--- src/rtl/seq_ctrl_if.sv ---
// seq_ctrl_if: shared memory port handshake between the sequencer and the memory block
//   mem_req  : request, held until mem_ack
//   mem_we   : write strobe, valid while mem_req=1
//   addr_sel : address source, 0=PC, 1=ALU result
//   mem_ack  : one-cycle completion pulse from memory
interface seq_ctrl_if;
    logic mem_req;
    logic mem_we;
    logic addr_sel;
    logic mem_ack;
    modport master (output mem_req, mem_we, addr_sel, input mem_ack);
    modport slave (input mem_req, mem_we, addr_sel, output mem_ack);
endinterface

--- src/rtl/seq_ctrl.sv ---
// seq_ctrl: multicycle FETCH/DECODE/EXEC/MEM/WB sequencer for the SISC datapath
//   clk, rst_f       : clock, synchronous active-high reset
//   mem              : memory port handshake (seq_ctrl_if.master)
//   opcode, mm, stat : instruction opcode, ALU/branch mask, status flags {C,N,V,Z}
//   ir_load, pc_write, pc_sel, rd_sel, alu_op, stat_en, rf_we, wb_sel : datapath controls
//   halted, err      : sticky HALT / ERR indications
module seq_ctrl #(
    parameter int         MEM_TIMEOUT = 15,
    parameter logic [3:0] HALT_OP     = 4'hF
) (
    input  logic             clk,
    input  logic             rst_f,
    seq_ctrl_if.master       mem,
    input  logic [3:0]       opcode,
    input  logic [3:0]       mm,
    input  logic [3:0]       stat,
    output logic             ir_load,
    output logic             pc_write,
    output logic [1:0]       pc_sel,
    output logic             rd_sel,
    output logic [1:0]       alu_op,
    output logic             stat_en,
    output logic             rf_we,
    output logic             wb_sel,
    output logic             halted,
    output logic             err
);
    typedef enum logic [2:0] {S_FETCH, S_DECODE, S_EXEC, S_MEM, S_WB, S_HALT, S_ERR} state_t;
    state_t     state_q, state_d;
    logic [3:0] op_q, op_d;
    logic [7:0] cnt_q, cnt_d;
    logic       in_mem, is_alu, is_br, is_ls, is_str, legal, taken, timeout, run;
    assign in_mem  = state_q == S_FETCH || state_q == S_MEM;
    assign is_alu  = op_q == 4'h1 || op_q == 4'h2;
    assign is_br   = op_q == 4'h4 || op_q == 4'h5;
    assign is_ls   = op_q == 4'h8 || op_q == 4'h9;
    assign is_str  = op_q == 4'h9;
    assign legal   = opcode inside {4'h0, 4'h1, 4'h2, 4'h4, 4'h5, 4'h8, 4'h9};
    assign taken   = mm == 4'h0 || (mm & stat) != 4'h0;
    // a mem_ack on the last allowed cycle takes priority over the timeout
    assign timeout = in_mem && !mem.mem_ack && cnt_q == 8'(MEM_TIMEOUT - 1);
    // reset forces every strobe low so no stray write happens on the reset edge
    assign run     = !rst_f;
    always_ff @(posedge clk) begin
        if (rst_f) begin
            state_q <= S_FETCH;
            op_q    <= 4'h0;
            cnt_q   <= 8'd0;
        end else begin
            state_q <= state_d;
            op_q    <= op_d;
            cnt_q   <= cnt_d;
        end
    end
    always_comb begin
        state_d = state_q;
        op_d    = op_q;
        case (state_q)
            S_FETCH:  state_d = mem.mem_ack ? S_DECODE : timeout ? S_ERR : S_FETCH;
            S_DECODE: begin
                op_d    = opcode;
                state_d = opcode == HALT_OP ? S_HALT : !legal ? S_ERR :
                          opcode == 4'h0 ? S_FETCH : S_EXEC;
            end
            S_EXEC:   state_d = is_alu ? S_WB : is_ls ? S_MEM : S_FETCH;
            S_MEM:    state_d = mem.mem_ack ? (is_str ? S_FETCH : S_WB) : timeout ? S_ERR : S_MEM;
            S_WB:     state_d = S_FETCH;
            default:  state_d = state_q;
        endcase
        // staying in FETCH/MEM means no ack this cycle; any state change clears the count
        cnt_d = (in_mem && state_d == state_q) ? cnt_q + 8'd1 : 8'd0;
    end
    always_comb begin
        mem.mem_req  = run && in_mem && !mem.mem_ack;
        mem.mem_we   = run && state_q == S_MEM && is_str;
        mem.addr_sel = run && state_q == S_MEM;
        rd_sel       = run && state_q == S_MEM && is_str;
        ir_load      = run && state_q == S_FETCH && mem.mem_ack;
        pc_write     = run && ((state_q == S_FETCH && mem.mem_ack) ||
                               (state_q == S_EXEC && is_br && taken));
        pc_sel       = (run && state_q == S_EXEC && is_br && taken) ?
                       (op_q == 4'h5 ? 2'b10 : 2'b01) : 2'b00;
        // ALU function is held through MEM/WB so the address/result stays stable
        alu_op       = (run && (state_q == S_EXEC || state_q == S_MEM || state_q == S_WB) &&
                        (is_alu || is_ls)) ?
                       (op_q == 4'h1 ? 2'b00 : op_q == 4'h2 ? 2'b01 : 2'b10) : 2'b11;
        stat_en      = run && state_q == S_EXEC && is_alu;
        rf_we        = run && state_q == S_WB;
        wb_sel       = run && state_q == S_WB && is_alu;
        halted       = run && state_q == S_HALT;
        err          = run && state_q == S_ERR;
    end
endmodule

--- src/flat_wrapper.sv ---
// flat-port wrapper written by rule: the top's interface ports become plain ports
module seq_ctrl_flat 
#(
    parameter int         MEM_TIMEOUT = 15,
    parameter logic [3:0] HALT_OP     = 4'hF
)
  (clk, rst_f, opcode, mm, stat, ir_load, pc_write, pc_sel, rd_sel, alu_op, stat_en, rf_we, wb_sel, halted, err, mem_mem_req, mem_mem_we, mem_addr_sel, mem_mem_ack);
  seq_ctrl_if mem_i ();
  input  logic clk;
  input  logic rst_f;
  input  logic [3:0] opcode;
  input  logic [3:0] mm;
  input  logic [3:0] stat;
  output logic ir_load;
  output logic pc_write;
  output logic [1:0] pc_sel;
  output logic rd_sel;
  output logic [1:0] alu_op;
  output logic stat_en;
  output logic rf_we;
  output logic wb_sel;
  output logic halted;
  output logic err;
  output wire logic [$bits(mem_i.mem_req)-1:0] mem_mem_req;
  output wire logic [$bits(mem_i.mem_we)-1:0] mem_mem_we;
  output wire logic [$bits(mem_i.addr_sel)-1:0] mem_addr_sel;
  input wire logic [$bits(mem_i.mem_ack)-1:0] mem_mem_ack;
  assign mem_mem_req = mem_i.mem_req;
  assign mem_mem_we = mem_i.mem_we;
  assign mem_addr_sel = mem_i.addr_sel;
  assign mem_i.mem_ack = mem_mem_ack;
  seq_ctrl #(.MEM_TIMEOUT(MEM_TIMEOUT), .HALT_OP(HALT_OP)) u_core (.clk(clk), .rst_f(rst_f), .mem(mem_i), .opcode(opcode), .mm(mm), .stat(stat), .ir_load(ir_load), .pc_write(pc_write), .pc_sel(pc_sel), .rd_sel(rd_sel), .alu_op(alu_op), .stat_en(stat_en), .rf_we(rf_we), .wb_sel(wb_sel), .halted(halted), .err(err));
endmodule
--- config.mk ---
export PLATFORM = sky130hd
export DESIGN_NAME = seq_ctrl_flat
export DESIGN_NICKNAME = d
export VERILOG_FILES = /design/src/rtl/seq_ctrl_if.sv /design/src/rtl/seq_ctrl.sv /design/src/flat_wrapper.sv
export SDC_FILE = /design/constraint.sdc
export NUM_CORES = 1
export LEC_CHECK = 0
export CAP_MARGIN = 20
export CORE_UTILIZATION = 25
export DETAILED_ROUTE_END_ITERATION = 8
export PLACE_DENSITY = 0.59
export SETUP_SLACK_MARGIN = 0.4
export SYNTH_ARGS = -nofsm -noshare
export SYNTH_HDL_FRONTEND = slang
export SYNTH_SLANG_ARGS = --single-unit
export TNS_END_PERCENT = 1
--- constraint.sdc ---
create_clock -name clk -period 1.7 [get_ports clk]
set_input_delay 0.34 -clock clk [delete_from_list [all_inputs] [get_ports clk]]
set_output_delay 0.34 -clock clk [all_outputs]
set_load 0.01 [all_outputs]
==> results of run 1 <==
## how the worst max path moves through the flow
stage | startpoint | endpoint | depth (start not counted)
final | mm[2] | pc_sel[1] | 7
after global routing | mm[2] | pc_sel[1] | 7
after CTS | mm[2] | pc_sel[1] | 7
after detailed placement | mm[1] | pc_sel[0] | 6
after global placement | mm[1] | pc_sel[0] | 6
after floorplan | mm[1] | pc_sel[1] | 4
## kinds of logic (layout without fill, tap and decap cells)
| family | count (synthesis) | after routing |
|---|---|---|
| and+or+nand+nor | 73 | 73 |
| xor gates and xnor gates | 7 | 7 |
| AOI/OAI and AO/OA | 16 | 16 |
| DFF | 15 | 15 |
| buffers and inverters | 13 | 72 |
| muxes | 4 | 4 |
| adders and majority gates | 2 | 2 |
## layout make-up
class	count	area, um^2
clock inverters	1	5.005
flip-flops and latches	15	319.1
fillers	373	1988
multi-input cells	102	834.6
clock buffers	3	41.29
well taps	48	60.06
inverters	4	15.01
repair buffers	64	508.0
## layout by cell type, fill, tap and decap left out, drive strengths merged, types with 4 or more instances in the layout
| cell | count |
|---|---|
| nand4 | 5 |
| clkdlybuf4s50 | 4 |
| nor3 | 6 |
| dlygate4sd2 | 5 |
| xor2 | 6 |
| dfxtp | 15 |
| nand3 | 4 |
| mux2i | 4 |
| inv | 4 |
| nor4 | 4 |
| nor2 | 23 |
| nor2b | 5 |
| buf | 50 |
| nand2 | 9 |
| clkdlybuf4s15 | 4 |
| clkbuf | 4 |
## state kept, by name, indices dropped and copies added (netlist names)
name,count
u_core.op_q,4
u_core.cnt_q,8
u_core.state_q,3
## per-layer routing
layer / part of all wire, % / wire [um]
met1: 43 / 1250
met4: 0.75 / 22
met3: 5.5 / 161
met5: 0 / 0
met2: 51 / 1489
## repair_timing
item | 4_1_cts | 5_1_grt
buffers inserted | 4 | 0
cloned | 0 | 0
pin swaps | 13 | 13
endpoints found under the setup margin | 30 | 30
gates resized for setup | 90 | 41
## metrics by stage
step | instances | instance area [um^2] | utilization (%) | worst slack (ps)
after global routing | 237 | 1783 | 47.28 | -226.2
after floorplan | 130 | 1025 | - | 119.1
after detailed placement | 229 | 1556 | 41.27 | -839.8
after CTS | 237 | 1680 | 44.56 | -136.6
after global placement | 229 | 1556 | 41.27 | -805.0
final | 237 | 1783 | 47.28 | -147.5
## where the power goes
part           internal, mW  switching, mW  leakage (nW)
clock network         0.162          0.128        0.0255
logic                 0.180          0.155         0.578
registers             0.367         0.0255         0.126
total                 0.710          0.309         0.729
==> results.json, run 1 <==
{
  "holdCritPathClass": "reg2reg",
  "synth_cell_types": 44,
  "category_of_the_critical_setup_timing_path": "in2out",
  "r2r-end": "u_core.state_q[0]",
  "grt_max_degree": 11,
  "hold_viol_final": 0,
  "cts_hold_buffers": 0,
  "clock_tree.root_cell": "sky130_fd_sc_hd__clkbuf_8",
  "numPortBuffers": 29,
  "p_per_area_nw_per_um2": 571.3,
  "setup_viol": 5,
  "maximum_clock_rate_mhz": 541.3,
  "routed_wl_um": 2924,
  "post_synth_xor_area_fraction_pct": 6.027,
  "hold_path_startpoint": "u_core.cnt_q[0]",
  "synth-edff-count": 0,
  "track_usage_pct": 14.89,
  "syn-cell-area_um2": 1017,
  "synthesized_area_fraction_occupied_by_ao_oa_aoi_and_oai_cells_pct": 12.67,
  "netlist_top_cells_area": "sky130_fd_sc_hd__dfxtp_1 (30%), sky130_fd_sc_hd__nor2_1 (8.5%), sky130_fd_sc_hd__xor2_1 (5.2%)",
  "grt.met2_usage_pct": 27.30,
  "max_root_sink_buffers": 2,
  "clock_transition_at_the_registers_of_the_reported_paths_ps": 60,
  "synth_simple_gate_area_share_pct": 39.11,
  "crit_fanout": 2,
  "place_congestion": 0.8439,
  "yosys_register_bits": 15,
  "commonest_cells_in_the_synthesized_netlist": "sky130_fd_sc_hd__nor2_1 (23), sky130_fd_sc_hd__dfxtp_1 (15), sky130_fd_sc_hd__nand2_1 (9)",
  "netlist.top_cell.by_area": "sky130_fd_sc_hd__dfxtp_1",
  "first_global_vias": 1149,
  "area.growth.synth_to_final_pct": 75.28,
  "fp.dieArea_um2": 4328,
  "core_region_area_um2": 3771,
  "synth_seq_area_share_pct": 29.52,
  "ys_dominant_reg_cell": "sky130_fd_sc_hd__dfxtp_1",
  "insertion_delay_ps": 250,
  "max-cap-violations": 0,
  "antenna_left": 0,
  "endpoint_kind": "output pin",
  "whs_ps": 501.4,
  "antenna_violations_before_repair": 0,
  "timing.final.crit_period_ps": 1848,
  "clock-skew-final_ps": 1.870,
  "unrepaired_setup_endpoints_after_global_routing": "yes",
  "final_min_period_over_clock_period_pct": 108.7,
  "finalMaxSlewViolations": 0,
  "regToRegSetupSlack_ps": 90,
  "critPathLaunchType": "primary input",
  "globalRoute.busiestLayer": "met2",
  "critical_path.cell_chain": "buf_6 -> or4_1 -> nand3_1 -> nand4_1 -> buf_4 -> nor2b_2 -> buf_2",
  "place.detailed.hpwl_um": 2198,
  "worst_path_dominant_cell_family": "simple AND/OR/NAND/NOR gates",
  "die_w_um": 65.79,
  "timing.hold.worst_path_depth": 1,
  "synth_mux_area_share_pct": 3.936,
  "tritoncts": "done",
  "required_time_worst_endpoint_ps": 1360,
  "synth_top_family_by_area": "simple AND/OR/NAND/NOR gates",
  "outcome": "finished with violations",
  "cts_inserted_buffers": 3,
  "die-height_um": 65.79,
  "worst_path_max_delay_cell": "sky130_fd_sc_hd__or4_1",
  "drt_pre_antenna_iters": 4,
  "finalSetupTns_ps": -439.1,
  "detailedRoute.firstIterationViolations": 33,
  "tritoncts_num_sinks": 15,
  "syn_area_per_cell_um2": 7.825,
  "finish.net_count": 207,
  "max_slew.worst_pin.slew_ps": 305.0,
  "via_count": 1136,
  "layout-drive-gt1-share_pct": 52.91,
  "timing.slew.headroom_pct": 79.52,
  "rows": 22,
  "timing.critical_path.slowest_cell_delay_ps": 510,
  "detail_route.wl_per_cell_um": 12.34,
  "grt_first_pass_wirelength_um": 5002,
  "static-leakage-power_nw": 0.7293,
  "io_pins": 30,
  "synth_most_common_cell": "sky130_fd_sc_hd__nor2_1",
  "synthesis.yosys.warnings": 0,
  "worstReg2RegStart": "u_core.state_q[2]",
  "postSynthNetCount": 147,
  "synth-adder-area-share_pct": 2.460,
  "timing.reg2reg.worst_path_depth": 6,
  "post-synth-top-area-fraction_pct": 29.52,
  "insertedDiodeCount": 0,
  "synthArstFlopShare_pct": 0,
  "crit_buf_inv": 3,
  "viasPerCell": 4.793,
  "cts-htree-levels": 1,
  "final.setup.worst_slack_ps": -147.5,
  "initial_utilization_pct": 26.97,
  "ir_worst_vdd_v": 0.0004862,
  "drcViolationCount": 0,
  "met1_usage_pct": 17.14,
  "violations_in_the_final_reports": "negative setup slack",
  "timing.critical_path.arrival_ps": 1510,
  "min_delay_worst_endpoint": "u_core.cnt_q[0]",
  "grt_use_met3_pct": 3.621,
  "grt.overflow.total": 0,
  "syn-instance-count": 130,
  "total_power_mw": 1.019
}
Note: power is estimated with default switching activity, not from simulation.
==> inputs of run 2 (changes only) <==
--- a/config.mk
+++ b/config.mk
@@ -6,7 +6,9 @@
 export NUM_CORES = 1
 export LEC_CHECK = 0
 export CAP_MARGIN = 20
+export CORE_ASPECT_RATIO = 1.4
 export CORE_UTILIZATION = 25
+export CTS_BUF_LIST = sky130_fd_sc_hd__clkbuf_4 sky130_fd_sc_hd__clkbuf_8
 export DETAILED_ROUTE_END_ITERATION = 8
 export PLACE_DENSITY = 0.59
 export SETUP_SLACK_MARGIN = 0.4
==> run 2 against run 1 <==
  * The run still ends with negative setup slack left
  * Routed wire length increased by 7.1%
  * Register-to-register slack improved by 60 ps
  * Sequential cell count unchanged
  * Cell count decreased by 1.3%
  * Hold slack got worse by 5.7 ps
  * Combinational power about the same
  * First-iteration DRC count decreased by 18%
  * Setup slack improved by 22 ps
  * Die area about the same
  * Clock power about the same
  * Global-route usage decreased by 0.45 points
  * Clock skew increased by 2.4 ps
  * Critical path type unchanged
  * Critical endpoint unchanged
  * Largest power group unchanged
  * Highest routed layer unchanged
==> results.json, run 2 (synthesis results as in run 1) <==
{
  "tritoncts_num_sinks": 15,
  "whs_ps": 495.8,
  "maximum_clock_rate_mhz": 547.9,
  "postLayoutCoreUtil_pct": 44.22,
  "via_count": 1155,
  "outcome": "finished with violations",
  "reg.largest.list": "u_core.cnt_q x8, u_core.op_q x4, u_core.state_q x3",
  "hold_viol_final": 0,
  "first_global_vias": 1232,
  "static-leakage-power_nw": 0.7275,
  "die-height_um": 77.48,
  "p_int_uw": 713.9,
  "unrepaired_setup_endpoints_after_global_routing": "yes",
  "timing.final.crit_period_ps": 1825,
  "cts-htree-levels": 1,
  "place.detailed.hpwl_um": 2363,
  "critPathLaunchType": "primary input",
  "worst_setup_path_startpoint": "mm[2]",
  "p_sw_share_pct": 29.84,
  "registers.top_by_ff_count": "u_core.cnt_q",
  "drcViolationCount": 0,
  "clock_power_share_pct": 28.3,
  "total_power_mw": 1.017,
  "grt_max_degree": 12,
  "clock_transition_at_the_registers_of_the_reported_paths_ps": 60,
  "fp.dieArea_um2": 4332,
  "holdCritPathClass": "reg2reg",
  "final.setup.worst_slack_ps": -125.2,
  "layout-drive-gt1-share_pct": 48.69,
  "final_min_period_over_clock_period_pct": 107.4,
  "area.growth.synth_to_final_pct": 70.36,
  "timing.critical_path.arrival_ps": 1490,
  "rows": 27,
  "track_usage_pct": 14.44,
  "timing.slew.headroom_pct": 78.63,
  "grt.overflow.total": 0,
  "detailedRoute.firstIterationViolations": 27,
  "power.sequential.fraction_pct": 38.5,
  "io_pins": 30,
  "drt_pre_antenna_iters": 4,
  "viasPerCell": 4.936,
  "insertedDiodeCount": 0,
  "antenna_left": 0,
  "numPortBuffers": 29,
  "crit_fanout": 2,
  "number_of_flip_flops_under_the_largest_register_name": 8,
  "antenna_violations_before_repair": 0,
  "max-cap-violations": 0,
  "clock_tree.root_cell": "sky130_fd_sc_hd__clkbuf_8",
  "endpoint_of_the_worst_setup_timing_path": "pc_sel[1]",
  "max_root_sink_buffers": 2,
  "place_congestion": 0.8382,
  "share_of_total_power_in_combinational_logic_pct": 33.2,
  "core_region_area_um2": 3919,
  "r2r-end": "u_core.state_q[0]",
  "routed_wl_um": 3131,
  "ir_worst_vdd_v": 0.0004844,
  "finalMaxSlewViolations": 0,
  "violations_in_the_final_reports": "negative setup slack",
  "setup_viol": 6,
  "finish.net_count": 209,
  "tritoncts": "done",
  "initial_utilization_pct": 25.96,
  "category_of_the_critical_setup_timing_path": "in2out",
  "die_w_um": 55.91,
  "p_per_area_nw_per_um2": 587.1,
  "timing.reg2reg.worst_path_depth": 6,
  "endpoint_kind": "output pin",
  "detail_route.wl_per_cell_um": 13.38,
  "cts_inserted_buffers": 3,
  "regToRegSetupSlack_ps": 150,
  "worstReg2RegStart": "u_core.state_q[2]",
  "p_sw_uw": 303.6,
  "layout.cells.most_common_list": "sky130_fd_sc_hd__buf_4 (32), sky130_fd_sc_hd__nor2_1 (18), sky130_fd_sc_hd__buf_2 (11)",
  "grt_first_pass_wirelength_um": 5064,
  "clock-skew-final_ps": 4.299,
  "required_time_worst_endpoint_ps": 1360,
  "insertion_delay_ps": 250,
  "max_slew.worst_pin.slew_ps": 318.1,
  "mostFrequentLayoutCell": "sky130_fd_sc_hd__buf_4"
}
==> run 2: cell count changes in the layout (fill, tap and decap cells not counted), moves of 2 or more <==
cell	before	now
sky130_fd_sc_hd__nor2_1	15	18
sky130_fd_sc_hd__clkdlybuf4s15_2	2	4
sky130_fd_sc_hd__dfxtp_1	8	10
sky130_fd_sc_hd__dfxtp_4	4	2
sky130_fd_sc_hd__nor2_2	5	3
sky130_fd_sc_hd__nor3_2	2	4
==> run 2: final cells by class <==
cell class / instances / area, um^2
Clock buffer: 3 / 41.29
Timing Repair Buffer: 66 / 530.5
Tap cell: 43 / 53.80
Fill cell: 397 / 2186
Clock inverter: 1 / 5.005
Sequential cell: 15 / 311.5
Multi-Input combinational cell: 102 / 775.7
Inverter: 4 / 15.01
==> run 2: power by group through the flow <==
stage	clock [mW]	combinational, mW	sequential, mW
final	0.288	0.338	0.392
after global routing	0.320	0.367	0.395
after CTS	0.298	0.320	0.388
after detailed placement	0	0.300	0.393
after global placement	0	0.294	0.392
after floorplan	0	0.145	0.386
==> run 2: per-layer routing <==
metal / track usage, % / share of wire [%] / up-vias
met5: 0 / 0 / -
met4: 7.073 / 1.9 / 0
li1: - / - / 589
met1: 14.01 / 36 / 536
met3: 2.000 / 3.5 / 6
met2: 28.92 / 58 / 24
==> run 2: critical path, stage by stage <==
cell and delay (ps):
sky130_fd_sc_hd__buf_6 90, sky130_fd_sc_hd__or4_1 510, sky130_fd_sc_hd__nand3_1 80, sky130_fd_sc_hd__nand4_1 90
sky130_fd_sc_hd__buf_4 160, sky130_fd_sc_hd__nor2b_2 80, sky130_fd_sc_hd__buf_2 120
==> run 2: how the worst min path moves through the flow <==
stage                         start                 to  slack, ps  cells past startpoint
floorplan           u_core.cnt_q[0]    u_core.cnt_q[0]        440                      1
global placement    u_core.cnt_q[0]    u_core.cnt_q[0]        450                      1
detailed placement  u_core.cnt_q[0]    u_core.cnt_q[0]        490                      1
CTS                 u_core.cnt_q[0]    u_core.cnt_q[0]        500                      1
global route                  rst_f  u_core.state_q[0]        550                      3
finish              u_core.cnt_q[0]    u_core.cnt_q[0]        500                      1
==> run 2: repair_timing <==
item / in CTS / in global routing
setup buffers: 4 / 0
pin swaps: 17 / 10
gates resized for setup: 96 / 20
endpoints found under the setup margin: 30 / 30
hold buffers: 0 / 0
==> run 2: through the flow <==
stage	setup TNS [ps]	instance area [um^2]	instances	setup slack (ps)
finish	-459.8	1733	234	-125.2
CTS	-470.5	1677	234	-128.9
global placement	-9164	1565	226	-811.1
floorplan	0	1025	130	119.1
detailed placement	-9477	1565	226	-841.8
global route	-801.6	1733	234	-174.4
